`config.mk`:
```
export PLATFORM = sky130hd
export DESIGN_NAME = serdes_lb_pattern
export DESIGN_NICKNAME = d
export VERILOG_FILES = /design/src/rtl/serdes_lb_pkg.sv /design/src/rtl/serdes_lb_pattern.sv
export SDC_FILE = /design/constraint.sdc
export NUM_CORES = 1
export LEC_CHECK = 0
export CORE_AREA = 2 2 64 66
export DETAILED_ROUTE_END_ITERATION = 6
export DIE_AREA = 0 0 66 68
export PLACE_DENSITY = 0.88
export SLEW_MARGIN = 25
export SYNTH_ARGS = -nofsm -noshare
export SYNTH_HDL_FRONTEND = slang
export SYNTH_SLANG_ARGS = --single-unit
```
`constraint.sdc`:
```
create_clock -name clk_i -period 2.13 [get_ports clk_i]
set_input_delay 0.3195 -clock clk_i [delete_from_list [all_inputs] [get_ports clk_i]]
set_output_delay 0.3195 -clock clk_i [all_outputs]
set_load 0.05 [all_outputs]
```
`src/rtl/serdes_lb_pkg.sv`:
```
// Shared encodings, control characters and checker state type for the SERDES
// loopback pattern generator/checker.
package serdes_lb_pkg;

  localparam int unsigned ModeCounter = 0;
  localparam int unsigned ModeComma   = 1;
  localparam int unsigned ModePrbs    = 2;

  localparam logic [7:0] K28_5      = 8'hBC;
  localparam logic [7:0] FILL       = 8'h4A;
  localparam logic [6:0] PRBS7_SEED = 7'h7F;

  typedef enum logic [1:0] {
    StHunt,
    StCheck,
    StLocked
  } chk_state_e;

endpackage

```
`src/rtl/serdes_lb_pattern.sv`:
```
// Word-wide pattern generator (counter, comma-fill or PRBS-7) with a load port
// so the checker can resynchronise it to the received stream.
module serdes_lb_pattern
  import serdes_lb_pkg::*;
#(
  parameter int unsigned NBYTES = 8,
  parameter int unsigned MODE   = 0,
  parameter int unsigned K_POS  = 0
) (
  input  logic                  clk_i,
  input  logic                  rst_i,
  input  logic                  adv_i,
  input  logic                  load_i,
  input  logic [7:0]            load_cnt_i,
  input  logic [6:0]            load_lfsr_i,
  output logic [8*NBYTES-1:0]   data_o,
  output logic [NBYTES-1:0]     k_o
);

  localparam int unsigned W = 8 * NBYTES;

  logic [7:0]   cnt_q, cnt_d;
  logic [6:0]   lfsr_q, lfsr_d;
  logic [6:0]   lfsr_walk;
  logic [W-1:0] prbs_word;

  // x^7+x^6+1 stepped W times; the first generated bit lands in bit 0.
  always_comb begin
    lfsr_walk = lfsr_q;
    prbs_word = '0;
    for (int unsigned i = 0; i < W; i++) begin
      prbs_word[i] = lfsr_walk[6] ^ lfsr_walk[5];
      lfsr_walk    = {lfsr_walk[5:0], lfsr_walk[6] ^ lfsr_walk[5]};
    end
  end

  always_comb begin
    data_o = '0;
    k_o    = '0;
    if (MODE == ModeComma) begin
      for (int unsigned i = 0; i < NBYTES; i++) begin
        data_o[8*i +: 8] = (i == K_POS) ? K28_5 : FILL;
        k_o[i]           = (i == K_POS);
      end
    end else if (MODE == ModePrbs) begin
      data_o = prbs_word;
    end else begin
      for (int unsigned i = 0; i < NBYTES; i++) begin
        data_o[8*i +: 8] = cnt_q + 8'(i);
      end
    end
  end

  always_comb begin
    cnt_d  = cnt_q;
    lfsr_d = lfsr_q;
    if (load_i) begin
      cnt_d  = load_cnt_i;
      lfsr_d = load_lfsr_i;
    end else if (adv_i) begin
      cnt_d  = cnt_q + 8'(NBYTES);
      lfsr_d = lfsr_walk;
    end
  end

  always_ff @(posedge clk_i) begin
    if (rst_i) begin
      cnt_q  <= '0;
      lfsr_q <= PRBS7_SEED;
    end else begin
      cnt_q  <= cnt_d;
      lfsr_q <= lfsr_d;
    end
  end

endmodule

```
### Yosys cells after proc, flatten, opt, wreduce, memory -nomap -nowiden

Cells that the tools add are included.

* bits of input ports: 19
* word-level logic and storage cells: 12
* output and inout bits: 72
* flip-flop bits (word level): 8

* reductions and logical operators: 1
* $add $sub $neg: 8
* mux-type cells: 2

Operators by type and width (number)
* 8-bit by 3-bit adder with 8-bit output, second input constant: 4
* 8-bit by 2-bit adder with 8-bit output, second input constant: 2
* 8-bit two-way mux: 2
* 8-bit by 1-bit adder with 8-bit output, second input constant: 1
* 8-bit by 4-bit adder with 8-bit output, second input constant: 1
* 2-bit nonzero test: 1

### Logic depth before layout (Yosys ltp)

Gate-level depths: netlist of run 1.

* word-level depth: 3
* gate-level depth with buffers: 6
* gate-level depth less buffers: 5

### Least setup slack after synthesis of run 1

Ideal clock, no wire load.

* path kind: register -> output
* start: reg cnt_q[1]
* end: out data_o[26]
* cell stages (with the launch flop): 5
* buffers on the path: 0
* data required time: 1.811 ns
* setup slack: -1.068 ns
* arrival: 2.879 ns
* cell sequence: dfxtp_1 > inv_1 > ha_1 > xor2_1 > inv_1

* cells in the longest elaborated chain, start to end: 1

RTL lines
* start, declared: line serdes_lb_pattern.sv:22 `logic [7:0] cnt_q, cnt_d;`
* start signal, assigned: line serdes_lb_pattern.sv:71 `cnt_q <= cnt_d;`
* 8-bit by 2-bit adder with 8-bit output: line serdes_lb_pattern.sv:49 `data_o[8*i +: 8] = cnt_q + 8'(i);`
* end, declared: line serdes_lb_pattern.sv:16 `output logic [8*NBYTES-1:0] data_o,`

No other way between the ends.

### Worst setup path in the final report of run 1

* start: reg cnt_q[0]
* end: out data_o[62]

* cells in the longest elaborated chain, start to end: 1

RTL lines (line)
* 8-bit by 3-bit adder with 8-bit output: serdes_lb_pattern.sv:49

No other way between the ends.

==> key figures, run 1 <==
Outcome
  • Status: finished, final reports clean

Critical path
  • Crit Path Class: reg2out
  • Worst Path Buf+Inv: 2
  • Reg2Reg Depth: 4
  • Critical path, cell by cell: clkinvlp_4 > ha_4 > nor2b_2 > o21bai_2 > xnor2_4 > buf_12
  • FF-to-FF setup slack: 0.75 ns
  • Delay-heaviest family, CP: flip-flops
  • Crit-path slowest cell: dfxtp_4
  • CP max FO: 13
  • Worst Setup End Kind: primary output
  • R2r endpoint: cnt_q[6]
  • CP Data Arrival Time: 1.76 ns
  • CP required: 1.81 ns
  • Critical Path Start Type: register
  • R2r startpoint: cnt_q[5]
  • CP max stage delay: 0.48 ns

STA
  • Worst slew margin: 65.47%
  • Fin. max-slew vios: 0
  • Final worst setup slack: 0.04955 ns
  • Least-Margin Pin Slew: 0.5164 ns
  • Final Cycle Share: 97.67%
  • RSZ-0062 raised after global routing: yes
  • F_max: roughly 0.48 GHz
  • Setup violators final: 0
  • Fin crit period: ~2.1 ns
  • Final hold violations: 0
  • Setup_tns: 0 ns
  • Worst Skew: ~0.004 ns

Pwr
  • Leak pwr: 1.285 nW
  • Total power draw: approximately 1.6 mW
  • Max rail drop VDD: between 300 and 400 uV
  • PwrDens: 518.6 nW/um^2

Floorplanning
  • Initial Util: roughly 33%
  • Placeable Area: 3856 sq um
  • Ports: 91
  • Chip width: 66 um
  • Cell row count: 23
  • Die footprint: 4488 sq um
  • Die H: 68 um

Cells and area
  • Largest regs: cnt_q (8)
  • Nets: 262
  • Area Growth Syn to Fin: 143.0%
  • Cell area after layout: just over 3000 sq um
  • Reg with most FFs: cnt_q
  • Share of cells above drive strength 1: 57.39%
  • # diodes: 0
  • Max reg flops: 8

Routing
  • Wire per inst: approximately 16 um
  • Final WL: 4341 um
  • DRC: 0
  • Via/cell ratio: 4.607
  • 1st-iter DRT viols: 28
  • Via Count: 1,290
  • Antenna viol nets, final: 0
  • DRT Pass-1 Iters: 4

Synthesis
  • Syn Std Cell Area: around 1300 sq um
  • Seq/Total Area, Yosys: between 10% and 20%
  • Most frequent cell after synthesis: xnor2_1
  • Yosys reg bits: 8
  • Synth area leader: xnor2_1
  • Post-synth top cells: xnor2_1 (25), buf_4 (20), xor2_1 (15), ha_1 (12), nor2_1 (12)
  • Synthesis warning total: 0
  • Mapped Avg Cell Area: 7.998 sq um
  • Most common flop cell mapped by yosys: dfxtp_1
  • Gate Count Post-Synth: between 150 and 200
  • Post-synth ARST share: 0%
  • Top-area cell type share of the netlist area: around 17%
  • Synth top area cells: xnor2_1 (17%), dfxtp_1 (13%), buf_4 (12%)
  • Distinct cells, synth: 26
  • Post-synth EDFFs: 0

Placement
  • Port buffer count: between 70 and 80
  • Placed Instance Area: 2872 sq um
  • Post-place setup slack: around 0.056 ns
  • RD Place Congestion: 0.7965
  • DP HPWL: 3496 um

Global route
  • Tot GR Track Use: 19.42%
  • Global-route wire length before repair: between 6000 and 7000 um
  • Initial antenna violation count: 0
  • GRT overflow: 0
  • Vias in the first global route: 1,297
  • Largest net degree at the start of global routing: 14

Clock network
  • Maximum clock insertion buffer count: 2
  • Htree depth: 1
  • Clock transition at path regs: about 0.040 ns
  • CTS tree: done
  • Root Driver: clkbuf_8
  • CTS buffer count: 3
  • Clock Sinks: 8
  • Worst-Skew Late Latency: 0.23 ns

Hold path
  • Hold EP: cnt_q[0]
  • Hold path startpoint: cnt_q[0]
  • Worst Hold Depth: 2
  • Worst Hold Class: reg2reg

Job
  • Max cap viols: 0
-- cells in the final DEF, fill, tap and decap left out, drive strengths merged --
cell | netlist | final
xor2 | 15 | 15
buf | 30 | 67
ha | 12 | 12
nand2 | 9 | 9
conb | 1 | 8
xnor2 | 25 | 25
clkdlybuf4s50 | 0 | 24
nor2 | 13 | 13
clkinvlp | 0 | 4
mux2i | 5 | 5
o21bai | 1 | 1
dfxtp | 8 | 8
nand3 | 4 | 4
a21oi | 8 | 8
a31oi | 1 | 1
inv | 11 | 7
mux2 | 1 | 1
clkbuf | 0 | 4
o21a | 3 | 3
nor2b | 2 | 2
nand2b | 3 | 3
nand4 | 6 | 6
-- layout make-up --
type | count | area [sq um]
Multi-Input combinational cell | 116 | 1361
Timing Repair Buffer | 91 | 1369
Fill cell | 225 | 785.8
Sequential cell | 8 | 176.4
Tap cell | 50 | 62.56
Inverter | 11 | 56.30
Clock buffer | 4 | 45.04
-- how the worst max path moves through the flow --
stage                       endpoint      from  cells past startpoint  slack [ns]
after floorplan           data_o[61]  cnt_q[2]                      6       -0.22
after global placement    data_o[31]  cnt_q[3]                      5        0.18
after detailed placement  data_o[55]  cnt_q[3]                      5        0.06
after CTS                 data_o[31]  cnt_q[3]                      5       -0.08
after global routing      data_o[29]  cnt_q[1]                      6       -0.03
final                     data_o[62]  cnt_q[0]                      6        0.05
-- what timing repair did --
action | 4_1_cts | 5_1_grt
hold buffers | 0 | 0
pin swaps | 2 | 1
setup endpoints to repair | 10 | 16
buffers inserted | 4 | 3
resized for setup | 4 | 17
-- power breakdown --
| group | switching [mW] | internal, mW | total (mW) |
|---|---|---|---|
| logic | 0.670 | 0.537 | 1.21 |
| registers | 0.0332 | 0.161 | 0.194 |
| clock network | 0.0613 | 0.130 | 0.191 |
| total | 0.765 | 0.827 | 1.59 |
-- tightest hold or removal path: stages (launching register included) --
cell and delay (ns):
dfxtp_4 0.42, mux2i_1 0.14, nor2_1 0.05
-- per-layer routing --
| layer | part of all wire, % | track usage [%] |
|---|---|---|
| met2 | 56 | 38.64 |
| met5 | 0 | 0 |
| met1 | 37 | 20.28 |
| met3 | 5.6 | 3.947 |
| met4 | 1.7 | 6.378 |
-- cells by family after synthesis --
kind of cell / synth area share (%)
AOI/OAI and AO/OA: 6.931
xor gates and xnor gates: 27.72
adders and majority gates: 11.88
buffers and inverters: 20.49
DFF: 12.67
muxes: 4.852
other: 0.2967
and+or+nand+nor: 15.15
-- through the flow --
| step | hold slack (ns) | util [%] | cells |
|---|---|---|---|
| finish | 0.6463 | 79.62 | 280 |
| CTS | 0.6287 | 77.03 | 277 |
| global route | 0.6714 | 79.62 | 280 |
| detailed placement | 0.6008 | 74.46 | 269 |
| floorplan | 0.4654 | - | 165 |
| global placement | 0.5943 | 74.46 | 269 |
Note: power is estimated with default switching activity, not from simulation.
==> run 2: changes to the inputs <==
--- a/config.mk
+++ b/config.mk
@@ -5,11 +5,12 @@
 export SDC_FILE = /design/constraint.sdc
 export NUM_CORES = 1
 export LEC_CHECK = 0
-export CORE_AREA = 2 2 64 66
+export CORE_AREA = 2 2 88 48
 export DETAILED_ROUTE_END_ITERATION = 6
-export DIE_AREA = 0 0 66 68
-export PLACE_DENSITY = 0.88
+export DIE_AREA = 0 0 90 50
+export PLACE_DENSITY = 0.9
 export SLEW_MARGIN = 25
 export SYNTH_ARGS = -nofsm -noshare
 export SYNTH_HDL_FRONTEND = slang
 export SYNTH_SLANG_ARGS = --single-unit
+export TNS_END_PERCENT = 20
==> key figures, run 2 (synthesis gave the netlist of run 1 again) <==
Global route
  • Tot GR Track Use: a little under a fifth
  • Vias in the first global route: 1,331
  • Global-route wire length before repair: between 6000 and 7000 um
  • Initial antenna violation count: 0
  • Largest net degree at the start of global routing: 20
  • GRT overflow: 0

Routing
  • Final WL: around 4200 um
  • DRC: 0
  • Via/cell ratio: 4.502
  • DRT Pass-1 Iters: 4
  • Via Count: around 1.2k
  • Wire per inst: 15.19 um
  • 1st-iter DRT viols: 59
  • Antenna viol nets, final: 0

Floorplanning
  • Ports: 91
  • Die H: 50 um
  • Chip width: 90 um
  • Die footprint: 4500 sq um
  • Cell row count: 16
  • Placeable Area: between 3000 and 4000 sq um
  • Initial Util: 33.94%

Critical path
  • Worst Setup End Kind: primary output
  • Critical Path Start Type: register
  • Critical path, cell by cell: ha_1 > nand3_2 > nor2_1 > xor2_4 > buf_12
  • Reg2Reg Depth: 5
  • Crit-path slowest cell: dfxtp_2
  • Worst Path Buf+Inv: 1
  • CP max FO: 9
  • CP required: 1.81 ns
  • Crit Path Class: reg2out
  • CP max stage delay: roughly 0.46 ns
  • Delay-heaviest family, CP: simple AND/OR/NAND/NOR gates
  • CP Depth: 5
  • CP Data Arrival Time: 1.79 ns

Cells and area
  • Reg with most FFs: cnt_q
  • Area Growth Syn to Fin: 120.4%
  • # diodes: 0
  • Finished Core Util: 74.80%
  • Cell area after layout: 2785 sq um
  • Max reg flops: 8
  • Largest regs: cnt_q (8)
  • Share of cells above drive strength 1: a little under half
  • Nets: 255
  • Most frequent cells in the layout: buf_12 (49), clkdlybuf4s50_1 (24), xnor2_1 (19)
  • Commonest non-fill, non-tap cell in the layout: buf_12
  • Fin cells: 277

STA
  • Setup violators final: 0
  • Setup_tns: 0 ns
  • Final worst setup slack: 0.02189 ns
  • Hold slack: 0.6146 ns
  • Worst slew margin: roughly 65%
  • RSZ-0062 raised after global routing: yes
  • Fin crit period: 2.108 ns
  • Final Cycle Share: between 90% and 100%
  • Fin. max-slew vios: 0
  • Final hold violations: 0
  • F_max: 0.4744 GHz
  • Least-Margin Pin Slew: ~0.53 ns
  • Worst Skew: about 0.0023 ns

Placement
  • Port buffer count: 75
  • Placed Instance Area: approximately 2700 sq um
  • DP HPWL: ~3500 um
  • Placed cells: 272
  • RD Place Congestion: ~0.79
  • Post-place setup slack: approximately 0.21 ns

Hold path
  • Worst Hold Class: reg2reg
  • Worst Hold Depth: 2

Outcome
  • Status: finished, final reports clean

Pwr
  • Net Sw Frac: 48.49%
  • Clock power frac: 12.8%
  • Leak pwr: 1.161 nW
  • Pint: 0.7864 mW
  • Total power draw: 1.527 mW
  • PwrDens: 548.2 nW/um^2
  • Net switching power: 0.7403 mW
  • Seq pwr share: 12.5%
  • Power share of the combinational group: 74.7%
  • Max rail drop VDD: approximately 470 uV

Clock network
  • Root Driver: clkbuf_8
  • Clock transition at path regs: 0.04 ns
  • CTS buffer count: 3
  • Clock Sinks: 8
  • Htree depth: 1
  • Worst-Skew Late Latency: about 0.23 ns
  • CTS tree: done
  • Maximum clock insertion buffer count: 2

Job
  • Max cap viols: 0
run 2: final cells by class:
| type | count | area, sq um |
|---|---|---|
| Clock buffer | 4 | 45.04 |
| Fill cell | 265 | 938.4 |
| Inverter | 11 | 56.30 |
| Multi-Input combinational cell | 116 | 1129 |
| Sequential cell | 8 | 173.9 |
| Tap cell | 54 | 67.56 |
| Timing Repair Buffer | 84 | 1314 |
run 2: repair_timing:
action / in CTS / in global routing
buffers inserted: 1 / 0
hold buffers: 0 / 0
resized for setup: 2 / 5
pin swaps: 1 / 2
setup endpoints to repair: 4 / 11
run 2: power by group through the flow:
stage,logic (mW),clock network (mW),registers [mW]
3_3_place_gp,1.13,0,0.191
5_1_grt,1.18,0.211,0.194
3_5_place_dp,1.14,0,0.193
4_1_cts,1.15,0.201,0.191
2_1_floorplan,0.645,0,0.215
6_report,1.14,0.195,0.191
run 2: worst min-delay path, delay by kind of cell (launching register included):
kind	cells	cell delay [ns]
multiplexers	1	0.14
flip-flops	1	0.39
AND/OR/NAND/NOR	1	0.05
run 2: routing by layer:
metal | wire [um] | vias up | global-route usage, %
li1 | - | 593 | -
met1 | 1694 | 590 | 23.23
met2 | 2099 | 62 | 34.34
met3 | 405 | 2 | 6.116
met4 | 8 | 0 | 1.538
met5 | 0 | - | 0
run 2: path summary, 6_finish.rpt:
| kind | start | end | slack (ns) |
|---|---|---|---|
| worst min register to register | cnt_q[1] | cnt_q[1] | 0.61 |
| worst max-delay path | cnt_q[4] | data_o[31] | 0.02 |
| worst min-delay path | cnt_q[1] | cnt_q[1] | 0.61 |
| worst max register to register | cnt_q[4] | cnt_q[7] | 0.65 |
==> run 3: changes to the inputs <==
--- a/config.mk
+++ b/config.mk
@@ -6,9 +6,10 @@
 export NUM_CORES = 1
 export LEC_CHECK = 0
 export CORE_AREA = 2 2 88 48
+export CTS_CLUSTER_DIAMETER = 30
 export DETAILED_ROUTE_END_ITERATION = 6
 export DIE_AREA = 0 0 90 50
-export PLACE_DENSITY = 0.9
+export PLACE_DENSITY = 0.8
 export SLEW_MARGIN = 25
 export SYNTH_ARGS = -nofsm -noshare
 export SYNTH_HDL_FRONTEND = slang
==> key figures, run 3 (synthesis gave the netlist of run 1 again) <==
Outcome
  • Status: finished, final reports clean

Global route
  • Initial antenna violation count: 0
  • Global-route wire length before repair: 6348 um
  • Vias in the first global route: 1,243
  • GRT overflow: 0
  • Largest net degree at the start of global routing: 14
  • Tot GR Track Use: 17.80%

Clock network
  • Worst-Skew Late Latency: 0.23 ns
  • CTS buffer count: 3
  • CTS tree: done
  • Clock Sinks: 8
  • Maximum clock insertion buffer count: 2
  • Hold_buf cts: 0
  • Clock transition at path regs: 0.04 ns
  • Root Driver: clkbuf_8
  • Htree depth: 1

Routing
  • Wire per inst: 14.15 um
  • 1st-iter DRT viols: 35
  • Via Count: 1,231
  • Wire length on met2: 1867 um
  • Via/cell ratio: between 4 and 5
  • Met3 WL: 290 um
  • DR top layer: met4
  • DRT Pass-1 Iters: 4
  • Final WL: 3949 um
  • Antenna viol nets, final: 0
  • DRC: 0
  • Routed length on met1: 1783 um

Cells and area
  • Most frequent cells in the layout: buf_12 (47), clkdlybuf4s50_1 (26), xnor2_1 (17)
  • Share of cells above drive strength 1: 48.44%
  • Fillcell total: about 250
  • Cell area after layout: 2830 sq um
  • # diodes: 0
  • Largest regs: cnt_q (8)
  • Nets: 257
  • FF/Latch Area: ~180 sq um
  • Reg with most FFs: cnt_q
  • Multi-input combinational cell area: 1184 sq um
  • Max reg flops: 8
  • Area Growth Syn to Fin: 124.0%
  • Commonest non-fill, non-tap cell in the layout: buf_12

STA
  • Final worst setup slack: 0.04641 ns
  • RSZ-0062 raised after global routing: yes
  • Setup violators final: 0
  • Final hold violations: 0
  • Fin crit period: 2.084 ns
  • Setup_tns: 0 ns
  • Fin. max-slew vios: 0
  • Least-Margin Pin Slew: ~0.54 ns
  • F_max: 0.4799 GHz
  • Final Cycle Share: 97.82%
  • Hold slack: 0.6151 ns
  • Worst slew margin: 64.16%
  • Worst Skew: 0.002408 ns

Placement
  • Placed Instance Area: roughly 2700 sq um
  • Post-place setup slack: a little under 0.2 ns
  • RD Place Congestion: a little under 0.8
  • DP HPWL: ~3300 um
  • Port buffer count: 75

Critical path
  • CP max FO: 10
  • Crit Path Class: reg2out
  • Critical Path Start Type: register
  • CP required: ~1.8 ns
  • CP Data Arrival Time: ~1.8 ns
  • Worst Setup End Kind: primary output

Floorplanning
  • Ports: 91
  • Chip width: 90 um
  • Placeable Area: 3724 sq um
  • Die H: 50 um
  • Die footprint: between 4000 and 5000 sq um
  • Cell row count: 16
  • Initial Util: 33.94%

Pwr
  • Max rail drop VDD: 405.2 uV
  • PwrDens: 539.1 nW/um^2
  • Leak pwr: 1.192 nW
  • Total power draw: 1.526 mW

Hold path
  • Worst Hold Class: reg2reg

Job
  • Max cap viols: 0
run 3: area by class of cell:
type,count,share of cell area (%)
inverters,11,1.989
repair buffers,86,46.02
well taps,54,2.387
clock buffers,4,1.592
multi-input cells,116,41.82
flip-flops and latches,8,6.189
run 3: metal layers:
| layer | up-vias | global-route usage [%] |
|---|---|---|
| met5 | - | 0 |
| met4 | 0 | 2.308 |
| met3 | 2 | 5.352 |
| met2 | 46 | 28.82 |
| met1 | 585 | 24.19 |
| li1 | 598 | - |
run 3: worst max-delay path, stage by stage, from the launching register on:
cell and delay (ns):
dfxtp_4 0.42, ha_1 0.37, nand2_1 0.15, nor2_1 0.15, xor2_1 0.26, buf_12 0.18
run 3: worst paths after layout:
kind	startpoint	to	slack, ns	cells after the start
worst max-delay path	cnt_q[1]	data_o[15]	0.05	5
worst min-delay path	cnt_q[1]	cnt_q[1]	0.62	2
worst max register to register	cnt_q[3]	cnt_q[7]	0.64	5
worst min register to register	cnt_q[1]	cnt_q[1]	0.62	2
run 3: repair_timing:
item,4_1_cts,5_1_grt
hold endpoints to repair,0,0
setup endpoints to repair,5,14
gates resized for setup,4,11
pin swaps,1,3
buffers inserted,1,0
run 3: power breakdown:
group | leakage (nW) | switching, mW | total (mW) | internal [mW]
Combinational | 1.10 | 0.632 | 1.13 | 0.499
Sequential | 0.0692 | 0.0407 | 0.202 | 0.161
Clock | 0.0228 | 0.0627 | 0.193 | 0.130
run 3: metrics by stage:
step,utilization [%],std cells
2_1_floorplan,-,165
6_report,76.01,279
3_5_place_dp,72.48,274
5_1_grt,76.01,279
3_3_place_gp,72.48,274
4_1_cts,74.33,279
